## src/rtl/cf_uart_rx_engine.sv

```systemverilog
// cf_uart_rx_engine: receive-side frame engine of the CF_UART core.
// Oversamples rx at SC (8) samples per bit from an internal prescaler.
// Deframes 5-9 data bits with optional parity and one or two stop bits.
// Emits a one-clock FIFO write strobe with per-frame parity/frame/break/match
// flags, plus a one-clock idle-timeout pulse.
// Optional feature macro: CF_UART_RX_GLITCH_FILTER_EN. When defined:
//   - each bit decision is a 2-of-3 majority of the ticks 3, 4 and 5 samples;
//   - a start edge needs two consecutive low samples.
// Otherwise bits are single samples at tick 4.

module cf_uart_rx_engine #(
    parameter int MDW = 9,
    parameter int SC  = 8,
    parameter int PRW = 16
) (
    input  logic           clk,
    input  logic           rst_n,
    input  logic           en,
    input  logic [PRW-1:0] prescale,
    input  logic [3:0]     data_size,
    input  logic           stop2,
    input  logic [2:0]     parity,
    input  logic [5:0]     timeout_bits,
    input  logic [MDW-1:0] match_data,
    input  logic           rx,
    output logic [MDW-1:0] data_out,
    output logic           wr,
    output logic           parity_err,
    output logic           frame_err,
    output logic           break_det,
    output logic           match,
    output logic           rx_timeout
);
    localparam int SCW = $clog2(SC);
    localparam logic [SCW-1:0] BIT_LAST = SCW'(SC - 1);
`ifdef CF_UART_RX_GLITCH_FILTER_EN
    // Decision moves to tick 5 so the third majority sample exists.
    localparam logic [SCW-1:0] START_LAST = SCW'(SC / 2);
`else
    localparam logic [SCW-1:0] START_LAST = SCW'(SC / 2 - 1);
`endif

    typedef enum logic [2:0] {
        S_IDLE, S_START, S_DATA, S_PARITY, S_STOP1, S_STOP2
    } state_t;

    state_t         state;
    logic           rx_s1, rx_s2, rx_d1;
    logic [PRW-1:0] pcnt, presc_q;
    logic           tick, decide, fall, bit_val;
    logic [SCW-1:0] tick_cnt;
    logic [3:0]     bit_idx, nbits;
    logic [MDW-1:0] data_sr;
    logic           all_zero, stop_err, par_err_q;
    logic           par_en, par_exp;
    logic           to_armed;
    logic [SCW-1:0] to_ticks;
    logic [5:0]     to_bits;

    // Two-flop synchronizer plus one history flop for edge detection.
    // NOTE: these reset to 1 (idle line level) so leaving reset never looks like a start edge.
    always_ff @(posedge clk or negedge rst_n) begin
        if (!rst_n) begin
            rx_s1 <= 1'b1;
            rx_s2 <= 1'b1;
            rx_d1 <= 1'b1;
        end else begin
            rx_s1 <= rx;
            rx_s2 <= rx_s1;
            rx_d1 <= rx_s2;
        end
    end

`ifdef CF_UART_RX_GLITCH_FILTER_EN
    logic       rx_d2;
    logic [1:0] hist;

    // Extra edge history and the two previous tick samples for the majority vote.
    always_ff @(posedge clk or negedge rst_n) begin
        if (!rst_n) begin
            rx_d2 <= 1'b1;
            hist  <= 2'b11;
        end else begin
            rx_d2 <= rx_d1;
            if (!en)
                hist <= 2'b11;
            else if (tick)
                hist <= {hist[0], rx_s2};
        end
    end

    assign fall    = rx_d2 & ~rx_d1 & ~rx_s2;
    assign bit_val = (hist[1] & hist[0]) | (hist[1] & rx_s2) | (hist[0] & rx_s2);
`else
    assign fall    = rx_d1 & ~rx_s2;
    assign bit_val = rx_s2;
`endif

    // Free-running sample prescaler; the period is reloaded only at terminal count.
    always_ff @(posedge clk or negedge rst_n) begin
        if (!rst_n) begin
            pcnt    <= '0;
            presc_q <= '0;
        end else if (!en || pcnt == presc_q) begin
            pcnt    <= '0;
            presc_q <= prescale;
        end else begin
            pcnt <= pcnt + 1'b1;
        end
    end

    assign tick   = en && (pcnt == presc_q);
    assign decide = tick && (tick_cnt == ((state == S_START) ? START_LAST : BIT_LAST));
    assign nbits  = (data_size >= 4'd5 && data_size <= 4'd9) ? data_size : 4'd8;

    // Parity enable and the bit value the line should carry for this data word.
    // NOTE: both outputs get a default first so no path through the case infers a latch.
    always_comb begin
        par_en  = 1'b1;
        par_exp = 1'b0;
        case (parity)
            3'b001:  par_exp = ~^data_sr;
            3'b010:  par_exp = ^data_sr;
            3'b100:  par_exp = 1'b0;
            3'b101:  par_exp = 1'b1;
            default: par_en  = 1'b0;
        endcase
    end

    // Frame FSM with registered strobes, flags and the idle-timeout counter.
    always_ff @(posedge clk or negedge rst_n) begin
        if (!rst_n) begin
            state      <= S_IDLE;
            tick_cnt   <= '0;
            bit_idx    <= '0;
            data_sr    <= '0;
            all_zero   <= 1'b0;
            stop_err   <= 1'b0;
            par_err_q  <= 1'b0;
            data_out   <= '0;
            wr         <= 1'b0;
            parity_err <= 1'b0;
            frame_err  <= 1'b0;
            break_det  <= 1'b0;
            match      <= 1'b0;
            rx_timeout <= 1'b0;
            to_armed   <= 1'b0;
            to_ticks   <= '0;
            to_bits    <= '0;
        end else begin
            // NOTE: pulses default low here; a later assignment in this block overrides.
            wr         <= 1'b0;
            rx_timeout <= 1'b0;
            if (!en) begin
                state    <= S_IDLE;
                tick_cnt <= '0;
                bit_idx  <= '0;
                to_armed <= 1'b0;
                to_ticks <= '0;
                to_bits  <= '0;
            end else begin
                if (tick && state != S_IDLE)
                    tick_cnt <= decide ? '0 : tick_cnt + 1'b1;
                case (state)
                    S_IDLE: begin
                        if (fall) begin
                            state     <= S_START;
                            tick_cnt  <= '0;
                            bit_idx   <= '0;
                            data_sr   <= '0;
                            all_zero  <= 1'b1;
                            stop_err  <= 1'b0;
                            par_err_q <= 1'b0;
                            to_armed  <= 1'b0;
                            to_ticks  <= '0;
                            to_bits   <= '0;
                        end else if (to_armed && tick) begin
                            if (to_ticks == BIT_LAST) begin
                                to_ticks <= '0;
                                to_bits  <= to_bits + 6'd1;
                                if (timeout_bits != 6'd0 && to_bits + 6'd1 == timeout_bits) begin
                                    rx_timeout <= 1'b1;
                                    to_armed   <= 1'b0;
                                end
                            end else begin
                                to_ticks <= to_ticks + 1'b1;
                            end
                        end
                    end
                    S_START: begin
                        if (decide)
                            state <= bit_val ? S_IDLE : S_DATA;
                    end
                    S_DATA: begin
                        if (decide) begin
                            data_sr[bit_idx] <= bit_val;
                            if (bit_val)
                                all_zero <= 1'b0;
                            bit_idx <= bit_idx + 4'd1;
                            if (bit_idx == nbits - 4'd1)
                                state <= par_en ? S_PARITY : S_STOP1;
                        end
                    end
                    S_PARITY: begin
                        if (decide) begin
                            par_err_q <= (bit_val != par_exp);
                            if (bit_val)
                                all_zero <= 1'b0;
                            state <= S_STOP1;
                        end
                    end
                    S_STOP1: begin
                        if (decide) begin
                            if (stop2) begin
                                stop_err <= ~bit_val;
                                all_zero <= all_zero & ~bit_val;
                                state    <= S_STOP2;
                            end else begin
                                wr         <= 1'b1;
                                data_out   <= data_sr;
                                parity_err <= par_err_q;
                                frame_err  <= ~bit_val;
                                break_det  <= all_zero & ~bit_val;
                                match      <= (data_sr == match_data);
                                to_armed   <= 1'b1;
                                to_ticks   <= '0;
                                to_bits    <= '0;
                                state      <= S_IDLE;
                            end
                        end
                    end
                    S_STOP2: begin
                        if (decide) begin
                            wr         <= 1'b1;
                            data_out   <= data_sr;
                            parity_err <= par_err_q;
                            frame_err  <= stop_err | ~bit_val;
                            break_det  <= all_zero;
                            match      <= (data_sr == match_data);
                            to_armed   <= 1'b1;
                            to_ticks   <= '0;
                            to_bits    <= '0;
                            state      <= S_IDLE;
                        end
                    end
                    default: state <= S_IDLE;
                endcase
            end
        end
    end

endmodule

```

## config.mk

```make
export PLATFORM = sky130hd
export DESIGN_NAME = cf_uart_rx_engine
export DESIGN_NICKNAME = d
export VERILOG_FILES = /design/src/rtl/cf_uart_rx_engine.sv
export SDC_FILE = /design/constraint.sdc
export NUM_CORES = 1
export LEC_CHECK = 0
export ABC_CLOCK_PERIOD_IN_PS = 2100
export BUFFER_PORTS_ARGS = -buffer_cell sky130_fd_sc_hd__buf_2
export CAP_MARGIN = 10
export CORE_MARGIN = 2
export CORE_UTILIZATION = 30
export CTS_CLUSTER_SIZE = 30
export DETAILED_ROUTE_END_ITERATION = 10
export GPL_ROUTABILITY_DRIVEN = 1
export PLACE_DENSITY = 0.57
export SLEW_MARGIN = 20
export SYNTH_ARGS = -nofsm -noshare
export SYNTH_HDL_FRONTEND = slang
export SYNTH_SLANG_ARGS = --single-unit
export TNS_END_PERCENT = 50
```

## constraint.sdc

```tcl
create_clock -name clk -period 2.1 [get_ports clk]
set_clock_uncertainty 0.15 [all_clocks]
set_input_delay 0.21 -clock clk [delete_from_list [all_inputs] [get_ports clk]]
set_output_delay 0.21 -clock clk [all_outputs]
set_load 0.01 [all_outputs]
```

* After elaboration in Yosys (flattened, before gate mapping) *
Cells that the tools add are included.

operators by class
  reduce and logical (&&, ||, !) cells = 31
  div/mod/pow operators = 0
  shift operators = 0
  equal/unequal tests = 38
  bitwise gates (word level) = 4
  $mul = 0
  order comparisons = 4
  add/sub/neg operators = 6
  muxes and demuxes = 99

operator list
  kind                                                             number
  3-bit two-way mux                                                22
  9-bit two-way mux                                                5
  6-bit two-way mux                                                7
  1-bit two-way mux                                                41
  9-bit one-hot mux with 2 select lines                            2
  3-bit != test, second input constant                             8
  7-bit AND reduction                                              3
  3-bit one-hot mux with 6 select lines                            1
  6-bit one-hot mux with 3 select lines                            1
  16-bit by 1-bit adder with 16-bit output, second input constant  1
  16-bit == test                                                   1
  16-bit two-way mux                                               1
  4-bit two-way mux                                                4
  3-bit == test, second input constant                             5
  5-bit AND reduction                                              3
  2-bit != test, second input constant                             7
  1-bit one-hot mux with 2 select lines                            7
  4-bit != test, second input constant                             3
  9-bit bitwise mux                                                1
  3-bit by 2-bit == test with 1-bit output, second input constant  3
  9-bit == test                                                    1
  1-bit one-hot mux with 3 select lines                            3
  3-bit one-hot mux with 3 select lines                            1
  9-bit XNOR reduction                                             1
  35 further kinds                                                 50

storage, ports and cells
  bits in latches = 0
  memories kept = 0
  logic and storage cells = 204
  register bits = 82
  output and inout port bits = 15
  RAM bits = 0
  input bits = 43
  ROM bits = 0

* Longest topological paths before layout *
Gate-level depths: netlist of run 1.

  depth in word-level cells = 9
  gate-level depth with buffers = 8
  gate-level depth less buffers = 8

* Worst setup path after synthesis of run 1 *
Ideal clock, no wire load.

  path type = reg2reg
  start point = register pcnt[8]
  end point = register to_bits[2]
  period minus slack after synthesis = 2.354 ns
  setup time = 0.110 ns
  stages on the path, launching flop included = 8
  arrival time = 2.094 ns
  path slack = -0.254 ns
  data required time = 1.840 ns
  path buffers = 1
  path through = dfrtp_1 -> xor2_1 -> nor4_2 -> nand4_1 -> o31a_1 -> or2_0 -> buf_2 -> o41ai_1

between the ends
  word-level cells in the longest chain between the ends = 5
  elaborated cells between the ends (all ways) = 8
  classes of those cells = eq/ne (4); reduce/logical (4)

RTL lines
  item                                                      RTL line  text
  start, declared                                           49        logic [PRW-1:0] pcnt, presc_q;
  start signal, assigned                                    108       pcnt <= pcnt + 1'b1;
  16-bit == test *                                          112       assign tick = en && (pcnt == presc_q);
  1-bit logical AND *                                       112
  1-bit logical AND (on tied branches)                      177, 113
  4-bit != test (no line) or 3-bit != test (tied branches)  --
  6-bit AND reduction (no line) *                           --
  end signal, assigned                                      180       to_bits <= to_bits + 6'd1;
  end, declared                                             58        logic [5:0] to_bits;

Mark *: on every way between the ends. The rest lies on a longest branch, timed or not.
A chain may end at the register's enable or synchronous reset.

* Final worst setup path of run 1 *
  start point = register pcnt[13]
  end point = register to_bits[3]

The elaborated chain is that of the path after synthesis.

==> impl_metrics.json, run 1 <==
{
  "rr_endpoint": "to_bits[3]",
  "layout-drive-gt1-share": 0.371,
  "clockRootBuffer": "clkbuf_16",
  "clkTransAtPathRegs_ns": 0.06,
  "rr_worst_depth": 8,
  "pin_count": 58,
  "port-buffer-count": 57,
  "hold_violations": 0,
  "slew_violations": 0,
  "ir_drop_uv": 468,
  "synth-seq-cells": 82,
  "finalInstanceArea_sq_mm": 0.00647,
  "grt_max_degree": 38,
  "timing.rr.start": "pcnt[13]",
  "synth_cell_type_count": 50,
  "crit_path_top_delay_cell": "dfrtp_1",
  "start_util": 0.306,
  "final_cell_mix": "79 x dfrtp_1, 75 x buf_4, 56 x buf_2",
  "leakagePower_uw": 0.00305,
  "power_density_mw_per_mm2": 704,
  "tightest_slew_ns": 0.421,
  "final_core_util": 0.429,
  "worstPathRequired_ns": 2.16,
  "cts.sinks": 82,
  "drc": 0,
  "hold_class": "primary input to flip-flop",
  "start_kind": "flip-flop",
  "synth_edf_count": 0,
  "routed_via_density": 4.91,
  "syn_inst": 449,
  "avgSynthCellArea_sq_um": 10.3,
  "worstHoldPathCells": 2,
  "min_to": "all_zero",
  "run_status": "finished, violations left",
  "die-area_sq_mm": 0.0164,
  "crit_top_cell": "buf_6",
  "synth_ff_type": "dfrtp_1",
  "coreArea_sq_mm": 0.0151,
  "synth_top_cells_by_area": "dfrtp_1 43%, mux2_2 8.1%, xor2_1 6.3%",
  "antenna_found_initial": 0,
  "dieWidth_um": 128,
  "syn2layout_area_growth_pct": 40.2,
  "synth_top_area_share": 0.429,
  "diodes": 0,
  "cts_made_buffers": 9,
  "slew_headroom": 0.719,
  "num_rows": 45,
  "first_iter_violations": 249,
  "grt_overflow": 0,
  "holdCritStartpoint": "en",
  "dpl-instance-area_sq_mm": 0.00574,
  "crit_chain": "xor2_1 -> nor4_2 -> nand4_1 -> buf_6 -> o31a_1 -> buf_6 -> o31ai_4 -> o41ai_4",
  "dieHeight_um": 128,
  "synth.net_count": 502,
  "drv_cap": 0,
  "rrSetupSlack_ns": -0.24,
  "yosys_warnings": 0,
  "cp_max_fo": 10,
  "track_usage": 0.143,
  "violations": "negative setup slack",
  "dp_hpwl_um": 8110,
  "wire_per_inst_um": 14.3,
  "num_vias": 3883,
  "drt_wl_total_um": 11300,
  "gp_congestion": 0.815,
  "grt_pass1_vias": 3956,
  "max_freq_ghz": 0.427,
  "critical_path_class": "flip-flop to flip-flop",
  "worstSkewPairLatency_ns": 0.34,
  "drtPass1Iterations": 4,
  "final_common_cell": "dfrtp_1",
  "clockBufferDepth": 2,
  "grt_pass1_wl_um": 18900,
  "crit_path_end_kind": "flip-flop",
  "postRouteAntennaNets": 0,
  "setup_viol": 58,
  "cts_tree": "done",
  "rsz0062_at_grt": "true",
  "finalWorstSetupSlack_ns": -0.242,
  "synthArstFlopShare": 1.00,
  "htree_levels": 3,
  "nets": 651,
  "critical_path.max_stage_delay_ns": 0.41,
  "finalCriticalPeriod_ns": 2.34,
  "post-route-period-util": 1.12,
  "synth_top_area_cell": "dfrtp_1",
  "cp.arrival_ns": 2.40,
  "seq_area_frac_synth": 0.446,
  "syn_area_sq_mm": 0.00461
}
power breakdown:
group	internal, uW	total [uW]	switching, uW
registers	1700	1780	84.8
logic	649	1320	674
clock network	802	1450	645
cells by family after synthesis:
family / share of synthesized area
buffers and inverters: 0.0266
adders and majority gates: 0.0293
muxes: 0.0914
and+or+nand+nor: 0.189
AOI/OAI and AO/OA: 0.0944
xor gates and xnor gates: 0.124
DFF: 0.446
metal layers:
| layer | track usage | vias up | routed length, um |
|---|---|---|---|
| li1 | - | 1897 | - |
| met1 | 0.180 | 1879 | 5080 |
| met4 | 0.0485 | 0 | 169 |
| met3 | 0.0351 | 16 | 529 |
| met5 | 0 | - | 0 |
| met2 | 0.240 | 91 | 5540 |
worst max-delay path, delay by kind of cell (launching register included):
family | cells | cell delay [ns]
AOI/OAI and AO/OA | 3 | 0.67
and+or+nand+nor | 2 | 0.49
DFF | 1 | 0.41
buffers and inverters | 2 | 0.33
xor gates and xnor gates | 1 | 0.16
sequential cells by signal (all words and copies together) (netlist names), 4 cells and up:
name      count
bit_idx       4
data_out      9
data_sr       9
pcnt         16
presc_q      16
to_bits       6
cell usage after synthesis, drive strengths merged, types with 2 or more instances:
master,instances
inv,11
nor2b,7
a211oi,2
o211ai,4
nor3,8
nand3,19
mux2,33
nor3b,3
nand2,36
nand2b,10
xnor2,27
dfrtp,79
nor4,15
a221o,8
xor2,33
a21o,2
o22ai,3
or3,3
o31ai,6
mux2i,5
and3,14
nand4,5
o21a,3
a31oi,3
o21ai,12
buf,6
or2,4
clkbuf,14
a21oi,8
xnor3,2
nor4b,3
ha,10
o41ai,3
dfstp,3
nor2,35
worst max path at each step:
| stage | start | end | slack (ns) | cells past startpoint |
|---|---|---|---|---|
| global route | presc_q[15] | data_sr[7] | -0.42 | 8 |
| detailed placement | presc_q[15] | to_bits[2] | -0.39 | 7 |
| CTS | presc_q[6] | to_bits[3] | -0.27 | 7 |
| finish | pcnt[13] | to_bits[3] | -0.24 | 8 |
| global placement | presc_q[12] | to_bits[3] | -0.27 | 7 |
| floorplan | pcnt[5] | to_bits[3] | -0.18 | 7 |
through the flow:
| stage | total power (uW) | cells | hold WS, ns | setup slack, ns | setup TNS [ns] |
|---|---|---|---|---|---|
| final | 4550 | 791 | 0.0994 | -0.242 | -8.47 |
| after global routing | 4810 | 791 | 0.108 | -0.416 | -19.76 |
| after CTS | 4520 | 787 | 0.0582 | -0.270 | -11.08 |
| after detailed placement | 2960 | 752 | 0.0273 | -0.386 | -10.44 |
| after global placement | 2940 | 752 | 0.0258 | -0.274 | -8.70 |
| after floorplan | 2500 | 449 | -0.236 | -0.184 | -5.00 |
what timing repair did:
| action | CTS | global route |
|---|---|---|
| hold buffers | 18 | 0 |
| resized for setup | 26 | 22 |
| endpoints found under the setup margin | 61 | 75 |
| endpoints found under the hold margin | 47 | 0 |
| gates cloned | 0 | 2 |
| setup buffers | 1 | 2 |
| pin swaps | 7 | 8 |
area by class of cell:
type | count | area, sq um
inverter | 11 | 41.3
sequential | 82 | 2060
fill | 1427 | 8620
clock buffer | 12 | 236
clock inverter | 4 | 28.8
multi-input combinational | 337 | 2720
tap | 188 | 235
timing repair buffer | 157 | 1160
Power figures use the tool's default switching activity.
==> inputs of run 2 (changes only) <==
--- a/config.mk
+++ b/config.mk
@@ -5,15 +5,17 @@
 export SDC_FILE = /design/constraint.sdc
 export NUM_CORES = 1
 export LEC_CHECK = 0
-export ABC_CLOCK_PERIOD_IN_PS = 2100
+export ABC_CLOCK_PERIOD_IN_PS = 2600
 export BUFFER_PORTS_ARGS = -buffer_cell sky130_fd_sc_hd__buf_2
 export CAP_MARGIN = 10
+export CORE_ASPECT_RATIO = 0.9
 export CORE_MARGIN = 2
 export CORE_UTILIZATION = 30
 export CTS_CLUSTER_SIZE = 30
 export DETAILED_ROUTE_END_ITERATION = 10
 export GPL_ROUTABILITY_DRIVEN = 1
-export PLACE_DENSITY = 0.57
+export PLACE_DENSITY = 0.56
+export SKIP_LAST_GASP = 1
 export SLEW_MARGIN = 20
 export SYNTH_ARGS = -nofsm -noshare
 export SYNTH_HDL_FRONTEND = slang
==> constraint.sdc (replaced) <==
create_clock -name clk -period 2.6 [get_ports clk]
set_clock_uncertainty 0.15 [all_clocks]
set_input_delay 0.26 -clock clk [delete_from_list [all_inputs] [get_ports clk]]
set_output_delay 0.26 -clock clk [all_outputs]
set_load 0.01 [all_outputs]
==> run 2 against run 1 <==
- the run now ends clean
- setup slack better by 0.34 ns
- utilization down 4.7 points
- routed wire length down 8.2%
- clock power down 17%
- critical path depth unchanged
- power down 24%
- global-route usage down 0.96 points
- flip-flop and latch count unchanged
- sequential share of layout area up 4.5 points
- largest cell class unchanged
- largest power group unchanged
- highest routed layer unchanged
==> impl_metrics.json, run 2 (synthesis results as in run 1) <==
{
  "cp.arrival_ns": 2.55,
  "start_util": 0.310,
  "ir_drop_uv": 351,
  "post-route-period-util": 0.962,
  "num_rows": 42,
  "seq_power_share": 0.422,
  "die-area_sq_mm": 0.0164,
  "worstPathRequired_ns": 2.65,
  "top_regs": "pcnt x16, presc_q x16",
  "intPower_uw": 2400,
  "min_to": "presc_q[4]",
  "grt_overflow": 0,
  "worst-path-buf-inv": 2,
  "start_kind": "flip-flop",
  "crit_path_top_delay_cell": "dfrtp_1",
  "p_sw_frac": 0.307,
  "drc": 0,
  "grt_max_degree": 53,
  "gp_congestion": 0.841,
  "grt_pass1_wl_um": 17400,
  "routed_via_density": 4.92,
  "critical_path_class": "flip-flop to flip-flop",
  "cp_max_fo": 15,
  "track_usage": 0.133,
  "dieHeight_um": 122,
  "crit_chain": "xor2_1 -> nor4_2 -> nand4_1 -> buf_4 -> o31a_1 -> buf_4 -> o31ai_1 -> o41ai_2",
  "postRouteAntennaNets": 0,
  "finalCriticalPeriod_ns": 2.50,
  "cts.sinks": 82,
  "power_density_mw_per_mm2": 611,
  "crit_top_cell": "buf_4",
  "clkPwrFrac": 0.347,
  "clkTransAtPathRegs_ns": 0.07,
  "cts_made_buffers": 9,
  "critPathTopFamily": "compound AO/OA/AOI/OAI gates",
  "first_iter_violations": 189,
  "syn2layout_area_growth_pct": 23.0,
  "final_common_cell": "dfrtp_1",
  "antenna_found_initial": 0,
  "leakagePower_uw": 0.00258,
  "pin_count": 58,
  "layout-drive-gt1-share": 0.269,
  "clockRootBuffer": "clkbuf_16",
  "switchingPower_uw": 1060,
  "coreArea_sq_mm": 0.0149,
  "holdCritStartpoint": "prescale[4]",
  "rsz0062_at_grt": "true",
  "clockBufferDepth": 2,
  "crit_path_end_kind": "flip-flop",
  "rr_endpoint": "to_bits[2]",
  "worstHoldPathCells": 2,
  "worstSkewPairLatency_ns": 0.34,
  "setup_viol": 0,
  "run_status": "completed",
  "drv_cap": 0,
  "drtPass1Iterations": 4,
  "dp_hpwl_um": 7690,
  "cts_tree": "done",
  "hold_violations": 0,
  "hold_class": "primary input to flip-flop",
  "htree_levels": 3,
  "wire_per_inst_um": 14.2,
  "grt_pass1_vias": 3620,
  "dieWidth_um": 135,
  "slew_headroom": 0.664,
  "critical_path.max_stage_delay_ns": 0.38,
  "nFillCells": 1519,
  "num_vias": 3611,
  "combPwrFrac": 0.231,
  "tightest_slew_ns": 0.499,
  "slew_violations": 0,
  "diodes": 0,
  "rr_worst_depth": 8,
  "dp.cells": 704,
  "rrSetupSlack_ns": 0.1,
  "port-buffer-count": 57,
  "drt_wl_total_um": 10400,
  "final_cell_mix": "79 x dfrtp_1, 56 x buf_2, 36 x nand2_1",
  "nets": 584,
  "max_freq_ghz": 0.400,
  "layoutNonFillerInstCount": 734,
  "tns_ns": 0,
  "timing.rr.start": "presc_q[15]"
}
-- run 2: cell count changes in the layout (fill, tap and decap cells not counted), moves of 3 or more --
| cell | delta |
|---|---|
| dlygate4sd3_1 | -7 |
| nor4_4 | -3 |
| mux2_4 | -13 |
| mux2_2 | +13 |
| o31ai_4 | -4 |
| nor4_1 | +3 |
| o31ai_1 | +6 |
| buf_4 | -53 |
| buf_6 | -3 |
| nand2_2 | -3 |
| nand2_1 | +3 |
-- run 2: layout make-up --
cell class              instances  area (sq um)  share of cell area
clock buffers                  10           229              0.0404
clock inverters                 6          51.3             0.00904
inverters                      11          41.3             0.00728
multi-input cells             336          2450               0.432
flip-flops and latches         82          2060               0.362
well taps                     198           248              0.0437
repair buffers                 91           596               0.105
-- run 2: what timing repair did --
| item | 4_1_cts | 5_1_grt |
|---|---|---|
| buffers inserted | 0 | 3 |
| hold endpoints to repair | 40 | 0 |
| hold buffers | 11 | 0 |
| setup endpoints to repair | 1 | 25 |
| pin swaps | 0 | 2 |
| resized for setup | 1 | 3 |
| cloned | 0 | 0 |
-- run 2: worst max path at each step --
stage	startpoint	to	depth (start not counted)
finish	presc_q[15]	to_bits[2]	8
global route	pcnt[15]	break_det	8
CTS	presc_q[15]	to_bits[3]	7
detailed placement	presc_q[15]	to_bits[2]	7
global placement	presc_q[15]	to_bits[2]	7
floorplan	pcnt[8]	to_bits[2]	7
-- run 2: power groups by stage --
stage,combinational [uW],clock (uW),sequential [uW]
finish,801,1200,1460
global route,898,1320,1480
CTS,798,1250,1460
detailed placement,778,0,1490
global placement,759,0,1480
floorplan,545,0,1460
-- run 2: stage by stage --
step           power (uW)  cell area [sq um]   util  hold WS [ns]  setup slack (ns)
6_report             3470               5670  0.382        0.0123            0.0977
5_1_grt              3690               5670  0.382       0.00209           -0.0264
4_1_cts              3510               5640  0.379      0.000997            0.0413
3_5_place_dp         2260               5240  0.353        0.0862            0.0127
3_3_place_gp         2230               5240  0.353        0.0878             0.117
2_1_floorplan        2000               4610      -        -0.186             0.246
-- run 2: layer usage --
layer,vias to the layer above,GRT usage,part of all wire
met1,1761,0.182,0.47
met5,-,0,0
met2,85,0.212,0.47
li1,1761,-,-
met4,0,0.0375,0.0051
met3,4,0.0312,0.049
-- run 2: worst reg2reg max path, stage by stage (launching register included) --
cell and delay, ns:
dfrtp_1 0.38, xor2_1 0.17, nor4_2 0.38, nand4_1 0.14, buf_4 0.21, o31a_1 0.34, buf_4 0.17, o31ai_1 0.30
o41ai_2 0.13
==> inputs of run 3 (changes only) <==
--- a/config.mk
+++ b/config.mk
@@ -5,16 +5,17 @@
 export SDC_FILE = /design/constraint.sdc
 export NUM_CORES = 1
 export LEC_CHECK = 0
+export ABC_AREA = 1
 export ABC_CLOCK_PERIOD_IN_PS = 2600
 export BUFFER_PORTS_ARGS = -buffer_cell sky130_fd_sc_hd__buf_2
 export CAP_MARGIN = 10
 export CORE_ASPECT_RATIO = 0.9
 export CORE_MARGIN = 2
-export CORE_UTILIZATION = 30
+export CORE_UTILIZATION = 50
 export CTS_CLUSTER_SIZE = 30
 export DETAILED_ROUTE_END_ITERATION = 10
 export GPL_ROUTABILITY_DRIVEN = 1
-export PLACE_DENSITY = 0.56
+export PLACE_DENSITY = 0.79
 export SKIP_LAST_GASP = 1
 export SLEW_MARGIN = 20
 export SYNTH_ARGS = -nofsm -noshare
==> run 3 against run 2 <==
- setup slack improved by 0.22 ns
- critical path depth up 3
- sequential share of layout area down 0.21 points
- synthesized cell count rose by 50%
- combinational power increased by 11%
- critical path type unchanged
- critical endpoint is now frame_err
==> impl_metrics.json, run 3 <==
{
  "synth_top_family_by_area": "simple AND/OR/NAND/NOR gates",
  "synthMuxAreaShare": 0.00204,
  "grt_max_degree": 43,
  "finalCriticalPeriod_ns": 2.28,
  "cts_made_buffers": 9,
  "num_rows": 34,
  "synth_compound_area_frac": 0.105,
  "pin_count": 58,
  "seq_area_frac_synth": 0.419,
  "grt_pass1_wl_um": 19300,
  "htree_levels": 3,
  "worst-path-buf-inv": 3,
  "yosys_warnings": 0,
  "wire_per_inst_um": 12.5,
  "routed_via_density": 5.11,
  "switchingPower_uw": 1160,
  "drc": 0,
  "coreArea_sq_mm": 0.00961,
  "ir_drop_uv": 329,
  "run_status": "completed",
  "critical_path.max_stage_delay_ns": 0.50,
  "drtPass1Iterations": 4,
  "die-area_sq_mm": 0.0106,
  "synthXorXnorAreaFrac": 0.0428,
  "track_usage": 0.222,
  "start_kind": "flip-flop",
  "hold_violations": 0,
  "cts.sinks": 82,
  "ctsResizeCount": 0,
  "power_density_mw_per_mm2": 594,
  "top_regs": "pcnt x16, presc_q x16",
  "met1_usage": 0.311,
  "worstPathRequired_ns": 2.69,
  "tightest_slew_ns": 0.850,
  "intPower_uw": 2230,
  "post_cts_buffers": 0,
  "slew_violations": 0,
  "critPathTopFamily": "simple AND/OR/NAND/NOR gates",
  "start_util": 0.510,
  "first_iter_violations": 322,
  "post-route-period-util": 0.876,
  "synth-seq-cells": 82,
  "p_total_uw": 3390,
  "postRouteAntennaNets": 0,
  "synth_top_area_cell": "dfrtp_1",
  "busiest_layer": "met2",
  "cts_tree": "done",
  "leakagePower_uw": 0.00298,
  "synth_ff_type": "dfrtp_1",
  "syn_inst": 675,
  "clockBufferDepth": 2,
  "synth_top_cells_by_area": "dfrtp_1 40%, nand2_1 16%, inv_1 6.5%",
  "synth-adder-area-share": 0.0255,
  "tns_ns": 0,
  "synth_top_area_share": 0.403,
  "worstSkewPairLatency_ns": 0.36,
  "critical_path_class": "flip-flop to flip-flop",
  "yosys.area_share.simple": 0.323,
  "dieHeight_um": 98.0,
  "clkTransAtPathRegs_ns": 0.08,
  "combPwrFrac": 0.261,
  "final_common_cell": "nand2_1",
  "use_met3": 0.0441,
  "synthArstFlopShare": 1.00,
  "max_freq_ghz": 0.439,
  "hold_class": "primary input to flip-flop",
  "hold_buffers": 15,
  "synth.net_count": 728,
  "synthTopCellsByCount": "209 x nand2_1, 85 x inv_1, 79 x dfrtp_1",
  "synth_edf_count": 0,
  "clockRootBuffer": "clkbuf_8",
  "gp_congestion": 0.975,
  "avgSynthCellArea_sq_um": 7.27,
  "dieWidth_um": 108,
  "diodes": 0,
  "grt_util_met2": 0.356,
  "p_sw_frac": 0.343,
  "drt_wl_total_um": 11100,
  "nets": 806,
  "crit_path_end_kind": "flip-flop",
  "num_vias": 4518,
  "layout-drive-gt1-share": 0.157,
  "synthMostInstantiatedCell": "nand2_1",
  "seq_power_share": 0.436,
  "syn_area_sq_mm": 0.00491,
  "cp_max_fo": 23,
  "crit_chain": "inv_2 -> nor2_4 -> nand2_2 -> o21ai_1 -> nor2_4 -> nand4_4 -> inv_2 -> o21ai_2 -> inv_1 -> nand2_1 -> nand2_1",
  "grt_pass1_vias": 4382,
  "cp.arrival_ns": 2.37,
  "antenna_found_initial": 0,
  "dp_hpwl_um": 8140,
  "crit_path_top_delay_cell": "dfrtp_1",
  "drv_cap": 0,
  "final_cell_mix": "209 x nand2_1, 85 x inv_1, 79 x dfrtp_1",
  "rsz0062_at_grt": "false",
  "clkPwrFrac": 0.302,
  "setup_viol": 0,
  "port-buffer-count": 57,
  "grt_overflow": 0,
  "syn2layout_area_growth_pct": 16.3,
  "slew_headroom": 0.434,
  "synth_cell_type_count": 39
}
## run 3: cell types whose count changed in the layout (fill, tap and decap cells not counted), sizes merged, moves of 11 or more
cell / previous run / this run
mux2: 33 / 0
xnor2: 27 / 9
nor4: 15 / 4
buf: 80 / 62
nand3: 19 / 33
inv: 13 / 92
and3: 14 / 1
nor2: 35 / 75
xor2: 33 / 15
nand2: 36 / 217
nand4: 5 / 20
o21ai: 12 / 68
## run 3: metrics by stage
| step | hold WS (ns) | cell area (sq um) | setup slack (ns) | utilization | cells |
|---|---|---|---|---|---|
| 3_5_place_dp | 0.137 | 5330 | 0.331 | 0.554 | 852 |
| 6_report | 0.0193 | 5710 | 0.322 | 0.594 | 884 |
| 2_1_floorplan | -0.186 | 4910 | 0.688 | - | 675 |
| 3_3_place_gp | 0.134 | 5330 | 0.464 | 0.554 | 852 |
| 4_1_cts | 0.00182 | 5700 | 0.351 | 0.593 | 883 |
| 5_1_grt | 0.00906 | 5710 | 0.0694 | 0.594 | 884 |
## run 3: power groups by stage
| stage | Clock (uW) | Sequential, uW | Combinational, uW |
|---|---|---|---|
| 3_5_place_dp | 0 | 1500 | 855 |
| 4_1_cts | 1040 | 1480 | 881 |
| 3_3_place_gp | 0 | 1490 | 812 |
| 5_1_grt | 1090 | 1490 | 1010 |
| 6_report | 1030 | 1480 | 887 |
| 2_1_floorplan | 0 | 1470 | 675 |
## run 3: final timing paths
kind / from / endpoint / slack, ns / cells after the start
hold reg to reg: rx_s1 / bit_val / 0.21 / 0
setup / recovery: state[0] / frame_err / 0.32 / 11
min in group asynchronous: rst_n / to_bits[2] / 0.28 / 2
setup reg to reg: state[0] / frame_err / 0.32 / 11
hold / removal: prescale[1] / presc_q[1] / 0.02 / 3
max in group asynchronous: rst_n / bit_val / 1.35 / 3
## run 3: logic make-up (layout without fill, tap and decap cells)
family          after synthesis  after routing
mux                           1              1
buf+inv                     103            186
compound gates               91             91
fa+ha+maj                    10             10
simple gates                364            364
flops                        82             82
xor+xnor                     24             24
## run 3: area by class of cell
type,count,area (sq um)
inverter,92,345
timing repair buffer,78,485
multi-input combinational,490,2440
tap,126,158
clock buffer,11,141
clock inverter,5,78.8
sequential,82,2060
fill,869,3910
## run 3: routing by layer
layer  wire (um)  vias up
met1        5420     2099
met2        5110      107
met4         116        0
met5           0        -
met3         431       12
li1            -     2300
## run 3: tightest hold or removal path, stage by stage
cell	delay (ns)
buf_2	0.07
nand2_1	0.05
o21ai_0	0.09
